$ cat src/rtl/proc_pkg.sv
// Shared encodings and default widths for the processor pipeline stages.
package proc_pkg;

  localparam int unsigned DATA_W_DEF = 32;
  localparam int unsigned REG_AW_DEF = 5;

  typedef enum logic [1:0] {
    WB_SEL_ALU  = 2'b00,
    WB_SEL_LOAD = 2'b01,
    WB_SEL_PC4  = 2'b10,
    WB_SEL_ALT  = 2'b11
  } wb_sel_e;

  typedef enum logic [1:0] {
    LD_SIZE_W   = 2'b00,
    LD_SIZE_H   = 2'b01,
    LD_SIZE_B   = 2'b10,
    LD_SIZE_ALT = 2'b11
  } ld_size_e;

endpackage

$ cat src/rtl/wb_stage_load_align.sv
// Combinational load alignment: picks byte/half from the aligned word and extends it.
module load_align
  import proc_pkg::*;
#(
  parameter int unsigned DATA_W = DATA_W_DEF
) (
  input  logic [DATA_W-1:0] i_mem_data,
  input  logic [1:0]        i_size,
  input  logic              i_uns,
  input  logic [1:0]        i_off,
  output logic [DATA_W-1:0] o_data
);

  logic [7:0]  w_byte;
  logic [15:0] w_half;

  always_comb begin
    w_byte = i_mem_data[7:0];
    case (i_off)
      2'd0:    w_byte = i_mem_data[7:0];
      2'd1:    w_byte = i_mem_data[15:8];
      2'd2:    w_byte = i_mem_data[23:16];
      default: w_byte = i_mem_data[31:24];
    endcase
    // Misaligned halfword just ignores off[0]; no trap is raised here.
    w_half = i_off[1] ? i_mem_data[31:16] : i_mem_data[15:0];
  end

  always_comb begin
    o_data = i_mem_data;
    case (ld_size_e'(i_size))
      LD_SIZE_H: o_data = {{(DATA_W-16){~i_uns & w_half[15]}}, w_half};
      LD_SIZE_B: o_data = {{(DATA_W-8){~i_uns & w_byte[7]}}, w_byte};
      default:   o_data = i_mem_data;
    endcase
  end

endmodule

$ cat src/rtl/wb_stage.sv
// Writeback stage with 2-entry skid buffer (MAIN, SKID) and registered in_ready.
// Optional macro WB_BYPASS_EN exposes both entries as forwarding sources.
module wb_stage
  import proc_pkg::*;
#(
  parameter int unsigned DATA_W = DATA_W_DEF,
  parameter int unsigned REG_AW = REG_AW_DEF
) (
  input  logic              clk,
  input  logic              rst_n,
  input  logic              in_valid,
  output logic              in_ready,
  input  logic [REG_AW-1:0] in_rd,
  input  logic              in_wen,
  input  logic [1:0]        in_wb_sel,
  input  logic [DATA_W-1:0] in_alu_res,
  input  logic [DATA_W-1:0] in_mem_data,
  input  logic [DATA_W-1:0] in_pc4,
  input  logic [1:0]        in_ld_size,
  input  logic              in_ld_uns,
  input  logic [1:0]        in_byte_off,
  input  logic              hold,
  output logic [REG_AW-1:0] write_reg,
  output logic [DATA_W-1:0] write_d,
  output logic              reg_write,
`ifdef WB_BYPASS_EN
  output logic              byp0_vld,
  output logic [REG_AW-1:0] byp0_rd,
  output logic [DATA_W-1:0] byp0_data,
  output logic              byp1_vld,
  output logic [REG_AW-1:0] byp1_rd,
  output logic [DATA_W-1:0] byp1_data,
`endif
  output logic [31:0]       retired_cnt
);

  logic              r_main_vld, r_main_wen;
  logic [REG_AW-1:0] r_main_rd;
  logic [DATA_W-1:0] r_main_data;
  logic              r_skid_vld, r_skid_wen;
  logic [REG_AW-1:0] r_skid_rd;
  logic [DATA_W-1:0] r_skid_data;
  logic              r_ready;
  logic [31:0]       r_retired_cnt;

  logic              w_main_vld_nxt, w_main_wen_nxt;
  logic [REG_AW-1:0] w_main_rd_nxt;
  logic [DATA_W-1:0] w_main_data_nxt;
  logic              w_skid_vld_nxt, w_skid_wen_nxt;
  logic [REG_AW-1:0] w_skid_rd_nxt;
  logic [DATA_W-1:0] w_skid_data_nxt;

  logic [DATA_W-1:0] w_ld_data;
  logic [DATA_W-1:0] w_in_data;
  logic              w_in_wen;
  logic              w_accept;
  logic              w_retire;

  load_align #(
    .DATA_W(DATA_W)
  ) u_load_align (
    .i_mem_data(in_mem_data),
    .i_size    (in_ld_size),
    .i_uns     (in_ld_uns),
    .i_off     (in_byte_off),
    .o_data    (w_ld_data)
  );

  always_comb begin
    w_in_data = in_alu_res;
    case (wb_sel_e'(in_wb_sel))
      WB_SEL_LOAD: w_in_data = w_ld_data;
      WB_SEL_PC4:  w_in_data = in_pc4;
      default:     w_in_data = in_alu_res;
    endcase
  end

  assign w_in_wen = in_wen & (in_rd != '0);
  assign w_accept = in_valid & r_ready;
  assign w_retire = r_main_vld & ~hold;

  always_comb begin
    w_main_vld_nxt  = r_main_vld;
    w_main_wen_nxt  = r_main_wen;
    w_main_rd_nxt   = r_main_rd;
    w_main_data_nxt = r_main_data;
    w_skid_vld_nxt  = r_skid_vld;
    w_skid_wen_nxt  = r_skid_wen;
    w_skid_rd_nxt   = r_skid_rd;
    w_skid_data_nxt = r_skid_data;
    // A full SKID forces in_ready low, so no accept can coincide with it.
    if (r_skid_vld) begin
      if (w_retire) begin
        w_main_vld_nxt  = 1'b1;
        w_main_wen_nxt  = r_skid_wen;
        w_main_rd_nxt   = r_skid_rd;
        w_main_data_nxt = r_skid_data;
        w_skid_vld_nxt  = 1'b0;
      end
    end else if (w_retire || !r_main_vld) begin
      if (w_accept) begin
        w_main_vld_nxt  = 1'b1;
        w_main_wen_nxt  = w_in_wen;
        w_main_rd_nxt   = in_rd;
        w_main_data_nxt = w_in_data;
      end else begin
        w_main_vld_nxt  = 1'b0;
      end
    end else if (w_accept) begin
      w_skid_vld_nxt  = 1'b1;
      w_skid_wen_nxt  = w_in_wen;
      w_skid_rd_nxt   = in_rd;
      w_skid_data_nxt = w_in_data;
    end
  end

  always_ff @(posedge clk or negedge rst_n) begin
    if (!rst_n) begin
      r_main_vld    <= 1'b0;
      r_main_wen    <= 1'b0;
      r_main_rd     <= '0;
      r_main_data   <= '0;
      r_skid_vld    <= 1'b0;
      r_skid_wen    <= 1'b0;
      r_skid_rd     <= '0;
      r_skid_data   <= '0;
      r_ready       <= 1'b1;
      r_retired_cnt <= '0;
    end else begin
      r_main_vld    <= w_main_vld_nxt;
      r_main_wen    <= w_main_wen_nxt;
      r_main_rd     <= w_main_rd_nxt;
      r_main_data   <= w_main_data_nxt;
      r_skid_vld    <= w_skid_vld_nxt;
      r_skid_wen    <= w_skid_wen_nxt;
      r_skid_rd     <= w_skid_rd_nxt;
      r_skid_data   <= w_skid_data_nxt;
      r_ready       <= ~w_skid_vld_nxt;
      if (w_retire) begin
        r_retired_cnt <= r_retired_cnt + 32'd1;
      end
    end
  end

  assign in_ready    = r_ready;
  assign write_reg   = r_main_rd;
  assign write_d     = r_main_data;
  assign reg_write   = r_main_vld & r_main_wen & ~hold;
  assign retired_cnt = r_retired_cnt;

`ifdef WB_BYPASS_EN
  // SKID holds the younger instruction; consumers must prefer byp1 on a match.
  assign byp0_vld  = r_main_vld & r_main_wen;
  assign byp0_rd   = r_main_rd;
  assign byp0_data = r_main_data;
  assign byp1_vld  = r_skid_vld & r_skid_wen;
  assign byp1_rd   = r_skid_rd;
  assign byp1_data = r_skid_data;
`endif

endmodule

$ cat config.mk
export PLATFORM = sky130hd
export DESIGN_NAME = wb_stage
export DESIGN_NICKNAME = d
export VERILOG_FILES = /design/src/rtl/proc_pkg.sv /design/src/rtl/wb_stage_load_align.sv /design/src/rtl/wb_stage.sv
export SDC_FILE = /design/constraint.sdc
export NUM_CORES = 1
export LEC_CHECK = 0
export ABC_AREA = 1
export CORE_ASPECT_RATIO = 0.75
export CORE_UTILIZATION = 53
export CTS_CLUSTER_SIZE = 30
export DETAILED_ROUTE_END_ITERATION = 8
export GPL_TIMING_DRIVEN = 0
export PLACE_DENSITY = 0.95
export SLEW_MARGIN = 25
export SYNTH_ARGS = -nofsm -noshare
export SYNTH_HDL_FRONTEND = slang
export SYNTH_SLANG_ARGS = --single-unit
export TNS_END_PERCENT = 5
$ cat constraint.sdc
create_clock -name clk -period 3.7 [get_ports clk]
set_input_delay 0.555 -clock clk [delete_from_list [all_inputs] [get_ports clk]]
set_output_delay 0.555 -clock clk [all_outputs]
set_load 0.01 [all_outputs]
==> metrics.txt <==
# TYPE chip_impl_metric gauge
chip_impl_metric{name="place.detailed.hpwl",unit="um"} 16700
chip_impl_metric{name="final_net_count",unit=""} 1245
chip_impl_metric{name="worst_slack",unit="ns"} 1.05
chip_impl_metric{name="die_width",unit="um"} 130
chip_impl_metric{name="async_flop_share",unit=""} 1.00
chip_impl_metric{name="synth_area",unit="mm2"} 0.00654
chip_impl_metric{name="cap_viol_max_count",unit=""} 0
chip_impl_metric{name="cp.required",unit="ns"} 3.92
chip_impl_metric{name="final_antenna_net_count",unit=""} 0
chip_impl_metric{name="post-route-period-util",unit=""} 0.716
chip_impl_metric{name="synth.yosys.seq_area_share",unit=""} 0.425
chip_impl_info{name="clk_root_buffer_cell",value="clkbuf_16"} 1
chip_impl_metric{name="io-pin-count",unit=""} 184
chip_impl_info{name="crit_path_start_kind",value="input pin"} 1
chip_impl_metric{name="std_cell_rows",unit=""} 34
chip_impl_metric{name="netlist.area_leader.share",unit=""} 0.421
chip_impl_metric{name="avgViaCountPerCell",unit=""} 5.43
chip_impl_metric{name="yosys.cell_types.count",unit=""} 35
chip_impl_metric{name="cts_inserted_buffers",unit=""} 9
chip_impl_metric{name="p_int",unit="W"} 0.00327
chip_impl_info{name="highest-signal-layer",value="met4"} 1
chip_impl_metric{name="wl_met3",unit="um"} 2030
chip_impl_metric{name="cts-htree-levels",unit=""} 3
chip_impl_metric{name="cts_num_sinks",unit=""} 111
chip_impl_metric{name="grt_use_total",unit=""} 0.357
chip_impl_metric{name="dieHeight",unit="um"} 98.2
chip_impl_metric{name="worstSkewPairLatency",unit="ns"} 0.36
chip_impl_info{name="clock_tree_from_tritoncts",value="yes"} 1
chip_impl_metric{name="worstPathMaxFanout",unit=""} 10
chip_impl_metric{name="synth_fp_nets",unit=""} 1050
chip_impl_info{name="endpoint_kind",value="flop"} 1
chip_impl_metric{name="pwr_density_cell",unit="mW/mm2"} 613
chip_impl_metric{name="routed-via-count",unit=""} 7016
chip_impl_metric{name="synthesis.yosys.warnings",unit=""} 0
chip_impl_metric{name="sw_frac_of_total",unit=""} 0.400
chip_impl_metric{name="share_comb_of_total_power",unit=""} 0.460
chip_impl_metric{name="setup_viol_count_final",unit=""} 0
chip_impl_metric{name="dr_wl_met2",unit="um"} 9610
chip_impl_info{name="synth_top_area_cell",value="dfrtp_1"} 1
chip_impl_metric{name="synth-edff-count",unit=""} 0
chip_impl_metric{name="cts-hold-fix-buffers",unit=""} 0
chip_impl_metric{name="iteration_count_of_the_initial_detailed_routing_pass",unit=""} 7
chip_impl_metric{name="worst_ir_drop_vdd",unit="uV"} 449
chip_impl_metric{name="worst_clock_skew",unit="ns"} 0.00891
chip_impl_metric{name="path_clk_slew",unit="ns"} 0.07
chip_impl_metric{name="vias_in_the_first_global_route",unit=""} 6783
chip_impl_metric{name="seq_power_share",unit=""} 0.371
chip_impl_metric{name="grt_overflow",unit=""} 0
chip_impl_metric{name="post_route_cells_drive_above_1_share",unit=""} 0.0761
chip_impl_metric{name="post-cts-setup-buffers",unit=""} 0
chip_impl_metric{name="placement_setup_slack",unit="ns"} 0.799
chip_impl_info{name="setup_repair_after_global_routing_missed_its_margin",value="no"} 1
chip_impl_metric{name="max_freq",unit="MHz"} 377
chip_impl_metric{name="fp.dieArea",unit="mm2"} 0.0128
chip_impl_metric{name="detail_route.wirelength",unit="um"} 21600
chip_impl_metric{name="cts_resized",unit=""} 0
chip_impl_metric{name="initial_utilization",unit=""} 0.553
chip_impl_metric{name="post-route-drc-count",unit=""} 0
chip_impl_info{name="outcome",value="finished, final reports clean"} 1
chip_impl_metric{name="grt_pass1_wl",unit="um"} 34500
chip_impl_metric{name="portBuffers",unit=""} 183
chip_impl_info{name="synth-main-ff-cell",value="dfrtp_1"} 1
chip_impl_metric{name="drtIter0Drc",unit=""} 687
chip_impl_metric{name="cts-root-to-sink-buffers",unit=""} 2
chip_impl_info{name="worst_hold_path_type",value="input pin to async pin"} 1
chip_impl_metric{name="register_bit_total_from_synthesis",unit=""} 111
chip_impl_metric{name="net_sw_power",unit="W"} 0.00217
chip_impl_metric{name="power_frac_clock",unit=""} 0.169
chip_impl_metric{name="antennaDiodeCount",unit=""} 0
chip_impl_metric{name="filler_cell_count",unit=""} 911
chip_impl_metric{name="final.hold.worst_slack",unit="ns"} 0.148
chip_impl_metric{name="areaGrowthSynthToFinish",unit="%"} 35.7
chip_impl_metric{name="gp_congestion",unit=""} 0.978
chip_impl_metric{name="timing.final.hold_violations",unit=""} 0
chip_impl_metric{name="worst-slew-pin-transition",unit="ns"} 0.601
chip_impl_metric{name="synthesis.instances",unit=""} 932
chip_impl_metric{name="avgSynthCellArea",unit="um2"} 7.02
chip_impl_metric{name="final-max-slew-violation-count",unit=""} 0
chip_impl_metric{name="cp_data_arrival_time",unit="ns"} 2.87
chip_impl_metric{name="wl_met1",unit="um"} 9500
chip_impl_metric{name="antenna_violations_before_repair",unit=""} 0
chip_impl_info{name="most_common_library_cell_in_the_layout_ignoring_fill_and_taps",value="nand2_1"} 1
chip_impl_metric{name="core_box_area",unit="mm2"} 0.0118
chip_impl_info{name="worstSetupPathType",value="input pin to flop"} 1
chip_impl_info{name="highest_count_cells_in_the_layout_ignoring_fill_and_taps",value="nand2_1, clkdlybuf4s50_1, nor2_1"} 1
chip_impl_info{name="post_synth_main_area_contributors",value="dfrtp_1, nand2_1, nor2_1"} 1
chip_impl_metric{name="grt_start_max_net_pins",unit=""} 61
chip_impl_metric{name="finalCriticalPeriod",unit="ns"} 2.65
chip_impl_metric{name="power.static_leakage",unit="nW"} 4.36
chip_impl_metric{name="max-slew-margin-rel",unit=""} 0.599
chip_impl_metric{name="wire_length_per_cell",unit="um"} 16.8
==> critical path, stage by stage <==
cell,delay [ns]
clkdlybuf4s50_1,0.50
inv_1,0.06
ha_1,0.27
clkbuf_1,0.32
inv_1,0.22
clkbuf_1,0.25
or2_2,0.31
nand2_1,0.13
nand2_1,0.06
nand2_1,0.09
nand2_1,0.10
==> cell families (layout without fill, tap and decap cells) <==
| family | count (synthesis) | count (layout) | share of synthesized area |
|---|---|---|---|
| compound gates | 112 | 112 | 0.0870 |
| xor+xnor | 31 | 31 | 0.0415 |
| fa+ha+maj | 5 | 5 | 0.00956 |
| buf+inv | 93 | 291 | 0.0597 |
| flops | 111 | 111 | 0.425 |
| mux | 3 | 3 | 0.00516 |
| simple gates | 577 | 577 | 0.372 |
==> cell type report <==
class                   instances  area, um2  area share
well taps                     162        203      0.0228
clock inverters                 2       16.3     0.00183
flip-flops and latches        111       2780       0.313
multi-input cells             728       3370       0.380
plain buffers                  45        208      0.0234
clock buffers                  12        256      0.0289
inverters                      48        183      0.0206
repair buffers                184       1860       0.210
==> power by group through the flow <==
| stage | Clock [W] | Combinational, W | Sequential [W] |
|---|---|---|---|
| 2_1_floorplan | 0 | 0.00131 | 0.00205 |
| 3_3_place_gp | 0 | 0.00236 | 0.00200 |
| 3_5_place_dp | 0 | 0.00245 | 0.00201 |
| 4_1_cts | 0.000917 | 0.00248 | 0.00200 |
| 5_1_grt | 0.000971 | 0.00277 | 0.00206 |
| 6_report | 0.000920 | 0.00250 | 0.00202 |
==> per-stage QoR <==
stage / setup TNS, ns / instance area (um2) / std cells / power (W) / utilization
4_1_cts: 0 / 8880 / 1292 / 0.00541 / 0.751
3_3_place_gp: -223.36 / 8580 / 1277 / 0.00436 / 0.725
3_5_place_dp: 0 / 8610 / 1278 / 0.00447 / 0.728
6_report: 0 / 8880 / 1292 / 0.00544 / 0.751
5_1_grt: 0 / 8880 / 1292 / 0.00580 / 0.751
2_1_floorplan: 0 / 6540 / 932 / 0.00336 / -
==> worst paths after layout <==
kind	startpoint	to	slack, ns	depth (start not counted)
worst max-delay path	in_wb_sel[0]	write_d[1]	1.05	11
worst min-delay path	rst_n	r_skid_rd[2]	0.15	1
worst min register to register	retired_cnt[31]	retired_cnt[31]	0.47	1
max in group asynchronous	rst_n	retired_cnt[24]	2.90	2
min in group clk	retired_cnt[31]	retired_cnt[31]	0.47	1
worst max register to register	retired_cnt[0]	retired_cnt[26]	1.86	11
==> layer usage <==
metal  up-vias  track usage
met2       355        0.544
li1       3317            -
met3        41       0.0805
met5         -            0
met4         0        0.110
met1      3303        0.505
==> Yosys cell counts, drive strengths merged (12+ instances only) <==
master and instances:
or2 31, nor2 126, dfrtp 110, a21oi 51, nand2 373, nand3 25
nor3 12, xor2 16, buf 19, xnor2 15, inv 47, o21ai 55
clkbuf 26
Note: power is estimated with default switching activity, not from simulation.
